--- src/rtl/lsu_ctrl_pkg.sv ---
// Shared types and constants for the load/store sequencing controller.
package lsu_ctrl_pkg;

    localparam int unsigned XLEN  = 32;
    localparam int unsigned RD_W  = 5;
    localparam int unsigned CNT_W = 8;

    // Access size codes carried on req_size
    localparam logic [1:0] SZ_B = 2'b00;
    localparam logic [1:0] SZ_H = 2'b01;
    localparam logic [1:0] SZ_W = 2'b10;
    localparam logic [1:0] SZ_R = 2'b11;

    typedef enum logic [1:0] {
        ST_IDLE = 2'b00,
        ST_ADDR = 2'b01,
        ST_DATA = 2'b10,
        ST_DONE = 2'b11
    } lsu_state_e;

    // One pipeline memory request as it crosses the EX->MEM boundary
    typedef struct packed {
        logic            we;
        logic [1:0]      size;
        logic            uns;
        logic [XLEN-1:0] addr;
        logic [XLEN-1:0] wdata;
        logic [RD_W-1:0] rd;
    } lsu_req_t;

    localparam int unsigned REQ_W = $bits(lsu_req_t);

endpackage

--- src/rtl/lsu_align.sv ---
// Byte-lane steering: store strobes/replication, misalign detect, load extract/extend.
module lsu_align
    import lsu_ctrl_pkg::*;
(
    input  logic [1:0]      i_size,
    input  logic [1:0]      i_addr_lo,
    input  logic            i_unsigned,
    input  logic [XLEN-1:0] i_wdata,
    input  logic [XLEN-1:0] i_rdata,
    output logic            o_misaligned_c,
    output logic [3:0]      o_wstrb_c,
    output logic [XLEN-1:0] o_wdata_c,
    output logic [XLEN-1:0] o_ld_data_c
);

    logic [7:0]  w_byte;
    logic [15:0] w_half;

    // Select the addressed byte and half from the raw read word
    always_comb begin
        w_byte = i_rdata[7:0];
        case (i_addr_lo)
            2'd1:    w_byte = i_rdata[15:8];
            2'd2:    w_byte = i_rdata[23:16];
            2'd3:    w_byte = i_rdata[31:24];
            default: w_byte = i_rdata[7:0];
        endcase
        w_half = i_addr_lo[1] ? i_rdata[31:16] : i_rdata[15:0];
    end

    // Size-dependent alignment check, lane strobes, replication and extension
    always_comb begin
        o_misaligned_c = 1'b0;
        o_wstrb_c      = 4'b0000;
        o_wdata_c      = i_wdata;
        o_ld_data_c    = i_rdata;
        case (i_size)
            SZ_B: begin
                o_wstrb_c   = 4'b0001 << i_addr_lo;
                o_wdata_c   = {4{i_wdata[7:0]}};
                o_ld_data_c = i_unsigned ? {24'b0, w_byte} : {{24{w_byte[7]}}, w_byte};
            end
            SZ_H: begin
                o_misaligned_c = i_addr_lo[0];
                o_wstrb_c      = i_addr_lo[1] ? 4'b1100 : 4'b0011;
                o_wdata_c      = {2{i_wdata[15:0]}};
                o_ld_data_c    = i_unsigned ? {16'b0, w_half} : {{16{w_half[15]}}, w_half};
            end
            SZ_W: begin
                o_misaligned_c = |i_addr_lo;
                o_wstrb_c      = 4'b1111;
            end
            SZ_R: begin
                o_misaligned_c = 1'b1;
            end
            default: begin
                o_misaligned_c = 1'b1;
            end
        endcase
    end

endmodule

--- src/rtl/lsu_ctrl.sv ---
// Load/store sequencer: one pipeline request -> one req/ack bus transaction.
module lsu_ctrl
    import lsu_ctrl_pkg::*;
#(
    parameter int unsigned DATA_W  = XLEN,
    parameter int unsigned TIMEOUT = 255
) (
    input  logic              clk,
    input  logic              rst,
    input  logic              req_valid,
    input  logic              req_we,
    input  logic [1:0]        req_size,
    input  logic              req_unsigned,
    input  logic [DATA_W-1:0] req_addr,
    input  logic [DATA_W-1:0] req_wdata,
    input  logic [RD_W-1:0]   req_rd,
    output logic              data_req,
    output logic              data_wr,
    output logic [DATA_W-1:0] data_addr,
    output logic [3:0]        data_wstrb,
    output logic [DATA_W-1:0] data_wdata,
    input  logic              data_addr_ok,
    input  logic              data_data_ok,
    input  logic [DATA_W-1:0] data_rdata,
    output logic              stallreq,
    output logic              ld_valid,
    output logic [DATA_W-1:0] ld_data,
    output logic [RD_W-1:0]   ld_rd,
    output logic              excp_ale,
    output logic              excp_be
);

    // Counter value during the last cycle allowed in ADDR+DATA
    localparam logic [CNT_W-1:0] TO_LAST = CNT_W'(TIMEOUT - 1);

    lsu_state_e        r_state;
    lsu_state_e        w_state_nxt;

    logic [REQ_W-1:0]  w_req_bus;
    lsu_req_t          w_req;

    logic [1:0]        r_size;
    logic              r_uns;
    logic [1:0]        r_addr_lo;
    logic [RD_W-1:0]   r_rd;
    logic [CNT_W-1:0]  r_cnt;

    logic              r_data_req;
    logic              r_data_wr;
    logic [DATA_W-1:0] r_data_addr;
    logic [3:0]        r_data_wstrb;
    logic [DATA_W-1:0] r_data_wdata;
    logic              r_ld_valid;
    logic [DATA_W-1:0] r_ld_data;
    logic [RD_W-1:0]   r_ld_rd;
    logic              r_excp_be;

    logic              w_in_idle;
    logic [1:0]        w_al_size;
    logic [1:0]        w_al_addr_lo;
    logic              w_al_uns;
    logic              w_mis;
    logic [3:0]        w_wstrb;
    logic [XLEN-1:0]   w_wdata_rep;
    logic [XLEN-1:0]   w_ld_ext;

    logic              w_to;
    logic              w_accept;
    logic              w_done_ok;
    logic              w_timeout;
    logic              w_stall;

    assign w_req_bus = {req_we, req_size, req_unsigned, req_addr, req_wdata, req_rd};
    assign w_req     = lsu_req_t'(w_req_bus);

    // Aligner sees the incoming request in IDLE and the latched one afterwards
    assign w_in_idle    = (r_state == ST_IDLE);
    assign w_al_size    = w_in_idle ? w_req.size       : r_size;
    assign w_al_addr_lo = w_in_idle ? w_req.addr[1:0]  : r_addr_lo;
    assign w_al_uns     = w_in_idle ? w_req.uns        : r_uns;

    lsu_align u_align (
        .i_size         (w_al_size),
        .i_addr_lo      (w_al_addr_lo),
        .i_unsigned     (w_al_uns),
        .i_wdata        (w_req.wdata),
        .i_rdata        (data_rdata),
        .o_misaligned_c (w_mis),
        .o_wstrb_c      (w_wstrb),
        .o_wdata_c      (w_wdata_rep),
        .o_ld_data_c    (w_ld_ext)
    );

    assign w_to = (r_cnt == TO_LAST);

    // State register
    always_ff @(posedge clk) begin
        if (rst) begin
            r_state <= ST_IDLE;
        end else begin
            r_state <= w_state_nxt;
        end
    end

    // Next-state, handshake decode and pipeline stall
    always_comb begin
        w_state_nxt = r_state;
        w_accept    = 1'b0;
        w_done_ok   = 1'b0;
        w_timeout   = 1'b0;
        w_stall     = 1'b0;
        case (r_state)
            ST_IDLE: begin
                if (req_valid && !w_mis) begin
                    w_accept    = 1'b1;
                    w_stall     = 1'b1;
                    w_state_nxt = ST_ADDR;
                end
            end
            ST_ADDR: begin
                w_stall = 1'b1;
                if (data_addr_ok && data_data_ok) begin
                    w_done_ok   = 1'b1;
                    w_state_nxt = ST_DONE;
                end else if (w_to) begin
                    w_timeout   = 1'b1;
                    w_state_nxt = ST_DONE;
                end else if (data_addr_ok) begin
                    w_state_nxt = ST_DATA;
                end
            end
            ST_DATA: begin
                w_stall = 1'b1;
                if (data_data_ok) begin
                    w_done_ok   = 1'b1;
                    w_state_nxt = ST_DONE;
                end else if (w_to) begin
                    w_timeout   = 1'b1;
                    w_state_nxt = ST_DONE;
                end
            end
            ST_DONE: begin
                w_state_nxt = ST_IDLE;
            end
            default: begin
                w_state_nxt = ST_IDLE;
            end
        endcase
    end

    // Request latch, bus outputs, timeout counter and result registers
    always_ff @(posedge clk) begin
        if (rst) begin
            r_size       <= '0;
            r_uns        <= 1'b0;
            r_addr_lo    <= '0;
            r_rd         <= '0;
            r_cnt        <= '0;
            r_data_req   <= 1'b0;
            r_data_wr    <= 1'b0;
            r_data_addr  <= '0;
            r_data_wstrb <= '0;
            r_data_wdata <= '0;
            r_ld_valid   <= 1'b0;
            r_ld_data    <= '0;
            r_ld_rd      <= '0;
            r_excp_be    <= 1'b0;
        end else begin
            r_data_req <= (w_state_nxt == ST_ADDR);
            r_ld_valid <= w_done_ok && !r_data_wr;
            r_excp_be  <= w_timeout;
            if (w_accept) begin
                r_size       <= w_req.size;
                r_uns        <= w_req.uns;
                r_addr_lo    <= w_req.addr[1:0];
                r_rd         <= w_req.rd;
                r_cnt        <= '0;
                r_data_wr    <= w_req.we;
                r_data_addr  <= {w_req.addr[XLEN-1:2], 2'b00};
                r_data_wstrb <= w_req.we ? w_wstrb : 4'b0000;
                r_data_wdata <= w_wdata_rep;
            end else if (r_state == ST_ADDR || r_state == ST_DATA) begin
                r_cnt <= r_cnt + CNT_W'(1);
            end
            if (w_done_ok && !r_data_wr) begin
                r_ld_data <= w_ld_ext;
                r_ld_rd   <= r_rd;
            end else if (w_timeout) begin
                r_ld_data <= '0;
            end
        end
    end

    assign data_req   = r_data_req;
    assign data_wr    = r_data_wr;
    assign data_addr  = r_data_addr;
    assign data_wstrb = r_data_wstrb;
    assign data_wdata = r_data_wdata;
    assign ld_valid   = r_ld_valid;
    assign ld_data    = r_ld_data;
    assign ld_rd      = r_ld_rd;
    assign excp_be    = r_excp_be;
    assign stallreq   = w_stall;
    assign excp_ale   = w_in_idle && req_valid && w_mis;

endmodule
--- config.mk ---
export PLATFORM = sky130hd
export DESIGN_NAME = lsu_ctrl
export DESIGN_NICKNAME = d
export VERILOG_FILES = /design/src/rtl/lsu_ctrl_pkg.sv /design/src/rtl/lsu_align.sv /design/src/rtl/lsu_ctrl.sv
export SDC_FILE = /design/constraint.sdc
export NUM_CORES = 1
export LEC_CHECK = 0
export ABC_AREA = 0
export ABC_CLOCK_PERIOD_IN_PS = 2650
export CAP_MARGIN = 40
export CORE_ASPECT_RATIO = 0.75
export CORE_MARGIN = 2
export CORE_UTILIZATION = 46
export CTS_BUF_LIST = sky130_fd_sc_hd__clkbuf_8
export DETAILED_ROUTE_END_ITERATION = 7
export PLACE_DENSITY = 0.83
export SLEW_MARGIN = 20
export SYNTH_ARGS = -nofsm -noshare
export SYNTH_HDL_FRONTEND = slang
export SYNTH_SLANG_ARGS = --single-unit
--- constraint.sdc ---
create_clock -name clk -period 2.65 [get_ports clk]
set_input_delay 0.265 -clock clk [delete_from_list [all_inputs] [get_ports clk]]
set_output_delay 0.265 -clock clk [all_outputs]
set_load 0.005 [all_outputs]
==> impl_table.tex, run 1 <==
\begin{tabular}{lr}
\hline
Metric & Value \\
\hline
\multicolumn{2}{l}{\textbf{Run status}} \\
\quad Result of the run & complete, no violations \\
\multicolumn{2}{l}{\textbf{Final layout}} \\
\quad Share of layout cells above drive strength 1 & 9.58\% \\
\quad Final non-filler cell total & 1095 \\
\quad Post-Route Utilization & 71.0\% \\
\quad Area added between synthesis and finish & 51.0\% \\
\quad Antenna cell count & 0 \\
\quad Final standard cell area without fillers & 8680 um\^{}2 \\
\quad Nets@finish & 1032 \\
\multicolumn{2}{l}{\textbf{Synth}} \\
\quad Synth area leaders & dfxtp\_1 (44\%), nand2\_1 (11\%), a21oi\_1 (5.7\%) \\
\quad Share of Yosys cell area claimed by the top area cell type & 44.2\% \\
\quad Syn avg cell area & roughly 8.2 um\^{}2 \\
\quad Library cell occupying the most area in the post-synthesis netlist & dfxtp\_1 \\
\quad Cells after synthesis & 700 \\
\quad Share of synthesized area occupied by flip-flops and latches & 44.2\% \\
\quad Number of synthesized flops with an enable pin & 0 \\
\quad Post-synth design cell area & about 5700 um\^{}2 \\
\quad Number of distinct standard cells referenced by the synthesized netlist & 58 \\
\quad Number of flip-flops and latches in the synthesized netlist & around 130 \\
\quad Most frequently used flop master after synthesis & dfxtp\_1 \\
\quad Async S/R FF share, synth & 0\% \\
\quad Yosys synthesis warning count & 0 \\
\multicolumn{2}{l}{\textbf{Floorplanning}} \\
\quad Area of the die & 13400 um\^{}2 \\
\quad Core Box Area & 12200 um\^{}2 \\
\quad Overall die width & 133 um \\
\quad Effective utilization at floorplan & 47.0\% \\
\quad Row count & 35 \\
\quad Vertical die dimension & 101 um \\
\quad IO Pins & 221 \\
\multicolumn{2}{l}{\textbf{Routing}} \\
\quad Uppermost signal routing layer after detailed routing & met4 \\
\quad Routed length on met3 & 1.69 mm \\
\quad Routed met2 length & 8.32 mm \\
\quad Via density per instance & between 5 and 6 \\
\quad TritonRoute pass-1 iters & 5 \\
\quad ANT nets after route & 0 \\
\quad Vias after detailed routing & slightly above 6000 \\
\quad Drt wl/cell & $\sim$17 um \\
\quad Routed length on met1 & 8.09 mm \\
\quad Number of design rule violations left after detail routing & 0 \\
\quad Drt initial violations & 551 \\
\quad Routed WL & between 15 and 20 mm \\
\multicolumn{2}{l}{\textbf{STA}} \\
\quad Final Worst Setup Slack & between 0.1 and 0.15 ns \\
\quad Final Critical Period & $\sim$2.5 ns \\
\quad Slew Limit Fails & 0 \\
\quad Sum Neg Setup Slack & 0 ns \\
\quad RSZ-0062 raised after global routing & no \\
\quad Final setup skew & 0.0116 ns \\
\quad Relative slew slack & 38.7\% \\
\quad Period utilization & 96.0\% \\
\quad Worst-Margin Slew & 0.913 ns \\
\quad Final-layout worst hold slack & roughly 0.22 ns \\
\quad Maximum achievable frequency & approximately 0.39 GHz \\
\quad Final hold violation count & 0 \\
\quad Number of failing setup endpoints in the final timing report & 0 \\
\multicolumn{2}{l}{\textbf{Clock tree}} \\
\quad Clock Latency Late Sink & 0.44 ns \\
\quad Clock Sink Count & 127 \\
\quad CTS tree & built \\
\quad Post-cts hold buffer count & 0 \\
\quad Maximum count of clock buffers along a single path & 2 \\
\quad Maximum level of the CTS H-tree & 4 \\
\quad Clock transition time at the flip-flop clock pins of the worst setup and hold paths & 0.07 ns \\
\quad Total clock buffers created by CTS & 17 \\
\quad Buffer cell driving the clock tree root & clkbuf\_8 \\
\multicolumn{2}{l}{\textbf{Critical path}} \\
\quad Crit-path max cell delay & $\sim$0.34 ns \\
\quad Arrival time worst endpoint & 2.28 ns \\
\quad Worst EP required & 2.38 ns \\
\quad Element type at the critical path start & flop \\
\quad Critical Setup Path Class & reg -> out \\
\quad Capturing element type of the critical path & output port \\
\quad Maximum fanout count along the critical path & 7 \\
\quad Largest delay contributor family on the critical path & compound AO/OA/AOI/OAI gates \\
\quad Worst-path cell with the longest stage delay & dfxtp\_1 \\
\quad Critical Path, Cell by Cell & inv\_1 > ha\_4 > buf\_4 > nor3b\_1 > o31a\_1 > o21ai\_4 > a21oi\_1 > dlygate4sd2\_1 \\
\quad Number of buffers and inverters on the critical path & 3 \\
\multicolumn{2}{l}{\textbf{Global route}} \\
\quad Vias in the first global route & 5760 \\
\quad Initial antenna violation count & 0 \\
\quad First-pass GRT wire length & 29.6 mm \\
\quad Total Routing Usage GR & between 20 and 30\% \\
\quad Maximum number of pins on one net before global-route repair & 74 \\
\quad Global route total overflow & 0 \\
\multicolumn{2}{l}{\textbf{Hold path}} \\
\quad Tightest Hold Check Type & in -> reg \\
\multicolumn{2}{l}{\textbf{Job}} \\
\quad Number of maximum-capacitance violations & 0 \\
\multicolumn{2}{l}{\textbf{Place}} \\
\quad Final Wtd Congestion & between 0.9 and 1 \\
\quad Worst setup slack before clock tree synthesis & -0.0391 ns \\
\quad Final HPWL from detailed placement & about 13 mm \\
\quad \# placed instances & 1058 \\
\quad IO buf count & roughly 220 \\
\quad Area of placed instances & 8170 um\^{}2 \\
\multicolumn{2}{l}{\textbf{Power}} \\
\quad Power density of the placed cells & about 720 nW/um\^{}2 \\
\quad Max VDD drop & 0.390 mV \\
\quad Pleak & roughly 3.3 nW \\
\quad Overall power of the completed layout & 6.28 mW \\
\hline
\end{tabular}
placed cells by master (no fill, tap or decap), types with 4 or more instances in the layout:
cell type | Yosys | final
a21oi_1 | 65 | 65
a221o_1 | 8 | 8
a22oi_1 | 9 | 9
a2bb2oi_1 | 7 | 7
a311o_1 | 8 | 8
a311oi_1 | 16 | 16
and3_1 | 10 | 10
buf_4 | 5 | 32
bufinv_16 | 0 | 4
clkbuf_8 | 0 | 21
clkdlybuf4s50_1 | 0 | 215
dfxtp_1 | 127 | 126
ha_1 | 6 | 5
inv_1 | 14 | 15
mux2_2 | 5 | 5
mux2i_1 | 17 | 16
nand2_1 | 169 | 169
nand2b_1 | 4 | 4
nand3_1 | 14 | 14
nor2_1 | 46 | 45
nor3_1 | 5 | 5
o211ai_1 | 32 | 32
o21ai_0 | 19 | 19
o32ai_1 | 7 | 7
xor2_1 | 5 | 5
cell usage after synthesis (2+ instances only):
| master | number |
|---|---|
| ha_1 | 6 |
| a221o_1 | 8 |
| a211oi_1 | 2 |
| o21a_1 | 3 |
| a31oi_1 | 2 |
| nor3_1 | 5 |
| nor3b_1 | 3 |
| buf_4 | 5 |
| a311o_1 | 8 |
| o41ai_1 | 2 |
| inv_1 | 14 |
| buf_2 | 25 |
| nand2b_1 | 4 |
| a22oi_1 | 9 |
| and3_1 | 10 |
| nor2b_1 | 3 |
| mux2_2 | 5 |
| xor2_1 | 5 |
| a311oi_1 | 16 |
| o32ai_1 | 7 |
| dfxtp_1 | 127 |
| nand2_1 | 169 |
| a31o_1 | 2 |
| nand3_1 | 14 |
| o31ai_1 | 2 |
| o21ai_0 | 19 |
| mux2i_1 | 17 |
| xnor2_1 | 2 |
| nor2_1 | 46 |
| o211ai_1 | 32 |
| clkbuf_1 | 25 |
| o31a_1 | 2 |
| o21ai_1 | 4 |
| nand4_1 | 3 |
| a2bb2oi_1 | 7 |
| a21oi_1 | 65 |
per-layer routing:
layer	up-vias	GRT usage, %
li1	2903	-
met5	-	0
met2	278	44.1
met1	2840	35.3
met4	0	12.6
met3	49	8.95
report_power, final:
part,switching (mW),total [mW],internal [mW]
logic,1.09,2.11,1.02
registers,0.136,2.27,2.14
clock network,0.776,1.90,1.12
area by class of cell:
type | count | area [um^2]
well taps | 166 | 208
clock buffers | 21 | 289
repair buffers | 253 | 2470
clock inverters | 11 | 163
flip-flops and latches | 127 | 2540
multi-input cells | 501 | 2940
fillers | 978 | 3540
inverters | 16 | 60.1
flip-flops by register name, summed over array words and instances, names as in the netlist:
register and count:
data_req 1, r_uns 1, data_wstrb 4, data_wr 1
r_rd 5, data_addr 30, r_state 2, data_wdata 32
r_cnt 8, r_size 2, ld_valid 1, r_addr_lo 2
excp_be 1, ld_rd 5, ld_data 32
cell families after synthesis:
family	count (synthesis)	share of synthesized area, %
other	1	0.0653
AO/OA/AOI/OAI	197	23.6
AND/OR/NAND/NOR	265	19.4
buffers and inverters	73	5.77
XOR/XNOR	7	1.07
multiplexers	24	4.57
flip-flops	127	44.2
adder cells (fa/ha/maj)	6	1.31
repair_timing:
action	4_1_cts	5_1_grt
setup endpoints to repair	17	11
buffers inserted	2	3
pin swaps	1	0
hold endpoints to repair	0	0
resized for setup	6	2
final timing paths:
kind	start	end	slack, ns	depth (start not counted)
max	r_state[1]	stallreq	0.11	8
min	rst	r_uns	0.22	2
max reg2reg	r_state[1]	ld_data[10]	0.15	8
min reg2reg	data_wdata[28]	data_wdata[28]	0.45	2
No activity file was read; power rests on OpenSTA's default activity.
==> inputs of run 2 (changes only) <==
--- a/config.mk
+++ b/config.mk
@@ -14,6 +14,7 @@
 export CTS_BUF_LIST = sky130_fd_sc_hd__clkbuf_8
 export DETAILED_ROUTE_END_ITERATION = 7
 export PLACE_DENSITY = 0.83
+export SKIP_LAST_GASP = 1
 export SLEW_MARGIN = 20
 export SYNTH_ARGS = -nofsm -noshare
 export SYNTH_HDL_FRONTEND = slang
==> results of run 2 <==
No change in the layout: final DEF, timing and power equal those of run 1.
